--- src/rtl/freq_div_pkg.sv ---
// Shared constants and helpers for the programmable clock divider.
package freq_div_pkg;

    localparam int          CNT_W_DEF = 16;
    localparam logic [31:0] MIN_DIV   = 32'd2;

    // High-phase length of an N-cycle period: ceil(N/2), computed one bit wider so N = 2^32-1 cannot wrap.
    function automatic logic [31:0] high_len(input logic [31:0] n);
        logic [32:0] sum;
        sum = {1'b0, n} + 33'd1;
        return sum[32:1];
    endfunction

    function automatic logic [31:0] clamp_div(input logic [31:0] n);
        return (n < MIN_DIV) ? MIN_DIV : n;
    endfunction

endpackage

--- src/rtl/freq_div_core.sv ---
// Divider counter with registered clk_div/tick outputs; the caller supplies the divisor in force
// now (for wrap detection) and the divisor for the period being entered (for the high phase).
module freq_div_core
    import freq_div_pkg::*;
#(
    parameter int               CNT_W     = CNT_W_DEF,
    parameter logic [CNT_W-1:0] DEFAULT_N = CNT_W'(100)
) (
    input  logic             clk_ref_i,
    input  logic             rst_i,
    input  logic             en_i,
    input  logic             restart_i,
    input  logic             reload_i,
    input  logic [CNT_W-1:0] n_cur_i,
    input  logic [CNT_W-1:0] n_nxt_i,
    output logic             boundary_o,
    output logic             clk_div_o,
    output logic             tick_o
);

    localparam logic [CNT_W-1:0] ONE = CNT_W'(1);

    logic [CNT_W-1:0] count_q, count_d;
    logic [CNT_W-1:0] next_cnt;
    logic [CNT_W-1:0] high_n;
    logic             clk_div_q, clk_div_d;
    logic             tick_q, tick_d;

    assign boundary_o = en_i && (restart_i || (count_q == n_cur_i - ONE));
    assign next_cnt   = boundary_o ? '0 : count_q + ONE;
    assign high_n     = CNT_W'(high_len(32'(n_nxt_i)));

    always_comb begin
        // NOTE: every variable gets its default before any branch, otherwise an unassigned path infers a latch.
        count_d   = count_q;
        clk_div_d = clk_div_q;
        tick_d    = 1'b0;
        if (en_i) begin
            count_d   = next_cnt;
            clk_div_d = (next_cnt < high_n);
            tick_d    = (next_cnt == '0);
        end else if (reload_i) begin
            // Parking at N-1 with clk_div low makes the next enabled edge a clean period start.
            count_d   = n_nxt_i - ONE;
            clk_div_d = 1'b0;
        end
    end

    // NOTE: registers use <= so every flop samples pre-edge values regardless of statement order.
    always_ff @(posedge clk_ref_i) begin
        if (rst_i) begin
            count_q   <= DEFAULT_N - ONE;
            clk_div_q <= 1'b0;
            tick_q    <= 1'b0;
        end else begin
            count_q   <= count_d;
            clk_div_q <= clk_div_d;
            tick_q    <= tick_d;
        end
    end

    assign clk_div_o = clk_div_q;
    assign tick_o    = tick_q;

endmodule

--- src/rtl/freq_div_prog.sv ---
// Runtime-programmable clock divider: pending-divisor register, clamp and boundary control.
// Optional phase-align input sync_in is built when FREQ_DIV_SYNC_EN is defined.
module freq_div_prog
    import freq_div_pkg::*;
#(
    parameter int CNT_W       = CNT_W_DEF,
    parameter int DEFAULT_DIV = 100
) (
    input  logic             clk_ref,
    input  logic             rst,
    input  logic             en,
    input  logic [CNT_W-1:0] div_val,
    input  logic             div_load,
`ifdef FREQ_DIV_SYNC_EN
    input  logic             sync_in,
`endif
    output logic             clk_div,
    output logic             tick,
    output logic             pending
);

    localparam logic [CNT_W-1:0] DEFAULT_N = CNT_W'(DEFAULT_DIV);

    logic [CNT_W-1:0] n_q, n_d;
    logic [CNT_W-1:0] pend_val_q, pend_val_d;
    logic             pend_q, pend_d;
    logic [CNT_W-1:0] load_val;
    logic             sync_w;
    logic             boundary;

`ifdef FREQ_DIV_SYNC_EN
    assign sync_w = sync_in;
`else
    assign sync_w = 1'b0;
`endif

    assign load_val = CNT_W'(clamp_div(32'(div_val)));

    always_comb begin
        n_d        = n_q;
        pend_d     = pend_q;
        pend_val_d = pend_val_q;
        if (en) begin
            if (boundary) begin
                // A load arriving on the boundary edge itself wins over anything already pending.
                if (div_load) begin
                    n_d = load_val;
                end else if (pend_q) begin
                    n_d = pend_val_q;
                end
                pend_d = 1'b0;
            end else if (div_load) begin
                pend_val_d = load_val;
                pend_d     = 1'b1;
            end
        end else if (div_load) begin
            n_d    = load_val;
            pend_d = 1'b0;
        end
    end

    always_ff @(posedge clk_ref) begin
        if (rst) begin
            n_q        <= DEFAULT_N;
            pend_q     <= 1'b0;
            pend_val_q <= DEFAULT_N;
        end else begin
            n_q        <= n_d;
            pend_q     <= pend_d;
            pend_val_q <= pend_val_d;
        end
    end

    freq_div_core #(
        .CNT_W     (CNT_W),
        .DEFAULT_N (DEFAULT_N)
    ) u_core (
        .clk_ref_i  (clk_ref),
        .rst_i      (rst),
        .en_i       (en),
        .restart_i  (sync_w),
        .reload_i   (div_load && !en),
        .n_cur_i    (n_q),
        .n_nxt_i    (n_d),
        .boundary_o (boundary),
        .clk_div_o  (clk_div),
        .tick_o     (tick)
    );

    assign pending = pend_q;

endmodule

--- config.mk ---
export PLATFORM = sky130hd
export DESIGN_NAME = freq_div_prog
export DESIGN_NICKNAME = d
export VERILOG_FILES = /design/src/rtl/freq_div_pkg.sv /design/src/rtl/freq_div_core.sv /design/src/rtl/freq_div_prog.sv
export SDC_FILE = /design/constraint.sdc
export NUM_CORES = 1
export LEC_CHECK = 0
export ABC_AREA = 1
export CAP_MARGIN = 20
export CORE_MARGIN = 2
export CORE_UTILIZATION = 55
export CTS_CLUSTER_SIZE = 28
export DETAILED_ROUTE_END_ITERATION = 10
export PLACE_DENSITY = 0.73
export SYNTH_ARGS = -nofsm -noshare
export SYNTH_HDL_FRONTEND = slang
export SYNTH_SLANG_ARGS = --single-unit
--- constraint.sdc ---
create_clock -name clk_ref -period 5.7 [get_ports clk_ref]
set_clock_uncertainty 0.15 [all_clocks]
set_input_delay 1.14 -clock clk_ref [delete_from_list [all_inputs] [get_ports clk_ref]]
set_output_delay 1.14 -clock clk_ref [all_outputs]
set_load 0.01 [all_outputs]
==> results.ini <==
[clock_tree]
numCtsBuffers=5
root_buffer=clkbuf_8
htree_num_levels=2
cts_tree=built
clkLatencyLatePin_ps=320
cts_buffer_depth=2
clock_sinks=51
path_clk_slew_ps=110
postCtsResizedCells=0
cts_hold_buf=0
cts_setup_buffers=0

[timing]
fmax_mhz=212
report.final.slew_viol_count=0
finalSetupViolCount=0
period_share_pct=82.7
fin_crit_ps=4720
worst_slew_pin_slew_ps=792
slew_headroom_pct=47.2
grt_setup_unrepaired=no
final_hold_viol_count=0
worst_slack_ps=984
tns_ps=0

[logic_synthesis]
synth_flop_cell=dfxtp_1
syn_nets=920
ys_ff_latch=51
avgSynthCellArea_um2=5.90
synth_edf_count=0
synth_cell_types=44
async_flop_share_pct=0
synth-seq-area-share_pct=19.7
synthesis.instances=881
synth_warnings=0
synthesis.area_um2=5190

[cells_and_area]
nFillCells=942
diodes=0
nets=923
drive_gt1_share_pct=9.38
syn2layout_area_growth_pct=6.50

[global_route]
grt_pass1_vias=5443
grt_max_degree=48
antenna_found_initial=0
grt_pass1_wl_um=27900
track_usage_pct=35.4
grt-ovfl-total=0

[pwr]
cellInternalPower_mw=0.615
p_sw_mw=0.467
cellPowerDensity_nw_per_um2=196
combPwrFrac_pct=39.7
switching_share_pct=43.2
pwr-share-seq_pct=38.3
power_leakage_nw=2.57
max-vdd-ir-drop_mv=0.117
clkPwrFrac_pct=22.0

[routing]
wire_per_inst_um=17.6
drc=0
met1_length_um=7110
top_layer=met4
firstDrtPassIters=6
vias=5832
via_per_inst=5.86
drtIter0Drc=496
wl_met3_um=1770
wl_um=17500
final_antenna_net_count=0
wl_met2_um=7880

[placed_design]
portBuffers=22
post-place-ws_ps=763
dp_hpwl_um=13700
place.gp.congestion=0.975

[floorplan]
start_util_pct=56.5
io_pins=23
die_w_um=101
die_h_um=101
dieArea_um2=10200
coreArea_um2=9200
fp-row-count=35

[critical_path]
timing.critical_path.mode_cell=nand2_1
worst_setup_path_end_kind=register
slowest_delay_ps=510
crit_required_ps=5810
crit_type=reg -> reg
worstPathMaxFanout=13
crit_path_start_kind=register
critPathSlowestCell=nor2_2
cp.arrival_ps=4820

[outcome]
outcome=complete, no violations

[min_path]
hp-class=reg -> reg

[flow_run]
maxCapViolations=0

layer usage:
metal | GRT usage [%] | vias to the layer above
met1 | 45.1 | 2670
met3 | 8.01 | 44
met2 | 56.8 | 272
met5 | 0 | -
li1 | - | 2846
met4 | 16.4 | 0
registers in the layout, indices dropped and copies added (netlist names):
signal            flops
n_q                  16
u_core.tick_o         1
u_core.clk_div_o      1
pend_val_q           16
pending               1
u_core.count_q       16
area by class of cell:
class	instances	area [µm²]	share of cell area [%]
Clock buffer	5	68.8	1.24
Clock inverter	3	28.8	0.520
Inverter	95	357	6.45
Multi-Input combinational cell	702	3650	66.0
Sequential cell	51	1020	18.5
Tap cell	111	139	2.51
Timing Repair Buffer	29	268	4.84
cells in the mapped netlist, types with 13 or more instances:
| master | number | area share [%] |
|---|---|---|
| nor2_1 | 103 | 7.4 |
| nand2_2 | 15 | 1.8 |
| dfxtp_1 | 51 | 20 |
| xor2_1 | 24 | 4.0 |
| nand2_1 | 265 | 19 |
| o21ai_0 | 40 | 3.9 |
| nor2_4 | 13 | 2.8 |
| nand3_1 | 71 | 6.8 |
| inv_1 | 90 | 6.5 |
| a21oi_1 | 34 | 3.3 |
| nand4_1 | 19 | 2.3 |
| nor2_2 | 18 | 2.2 |
| ha_1 | 19 | 4.6 |
| clkbuf_1 | 19 | 1.4 |
kinds of logic (layout without fill, tap and decap cells):
| kind of cell | count (synthesis) | count (layout) | synth area share, % |
|---|---|---|---|
| DFF | 51 | 51 | 19.7 |
| xor gates and xnor gates | 29 | 29 | 4.89 |
| and+or+nand+nor | 541 | 541 | 48.0 |
| adders and majority gates | 19 | 19 | 4.58 |
| buffers and inverters | 128 | 132 | 10.1 |
| AOI/OAI and AO/OA | 113 | 113 | 12.9 |
power by group through the flow:
stage / Sequential (mW) / Clock [mW] / Combinational, mW
2_1_floorplan: 0.405 / 0 / 0.316
3_3_place_gp: 0.421 / 0 / 0.414
3_5_place_dp: 0.421 / 0 / 0.420
4_1_cts: 0.413 / 0.243 / 0.422
5_1_grt: 0.417 / 0.251 / 0.480
6_report: 0.415 / 0.238 / 0.429
through the flow:
step	total power, mW	utilization, %	area (µm²)	hold slack (ps)	std cells
final	1.08	60.2	5530	314	996
after global routing	1.15	60.2	5530	336	996
after CTS	1.08	60.2	5530	315	996
after detailed placement	0.842	59.1	5440	298	988
after global placement	0.835	59.1	5440	292	988
after floorplan	0.721	-	5190	279	881
cell usage in the layout (no fill, tap or decap), types with 19 or more instances in the layout:
master / synthesis / final
inv_1: 90 / 90
ha_1: 19 / 19
dfxtp_1: 51 / 51
a21oi_1: 34 / 34
nor2_1: 103 / 103
o21ai_0: 40 / 40
xor2_1: 24 / 24
nand2_1: 265 / 265
nand3_1: 71 / 71
clkdlybuf4s50_1: 0 / 21
nand4_1: 19 / 19
critical path, delay by kind of cell, from the launching register on:
kind / cells / cell delay (ps)
flops: 1 / 380
fa+ha+maj: 2 / 570
compound gates: 2 / 320
xor+xnor: 1 / 190
buf+inv: 1 / 210
simple gates: 19 / 2840
final timing paths:
path                               from                             to  slack (ps)  cells past startpoint
max reg2reg           n_q[0]$_SDFF_PP0_  u_core.clk_div_o$_SDFFE_PP0P_         980                     25
min          pend_val_q[3]$_SDFFE_PP0P_     pend_val_q[3]$_SDFFE_PP0P_         310                      2
max                   n_q[0]$_SDFF_PP0_  u_core.clk_div_o$_SDFFE_PP0P_         980                     25
min reg2reg  pend_val_q[3]$_SDFFE_PP0P_     pend_val_q[3]$_SDFFE_PP0P_         310                      2
Power figures use the tool's default switching activity.
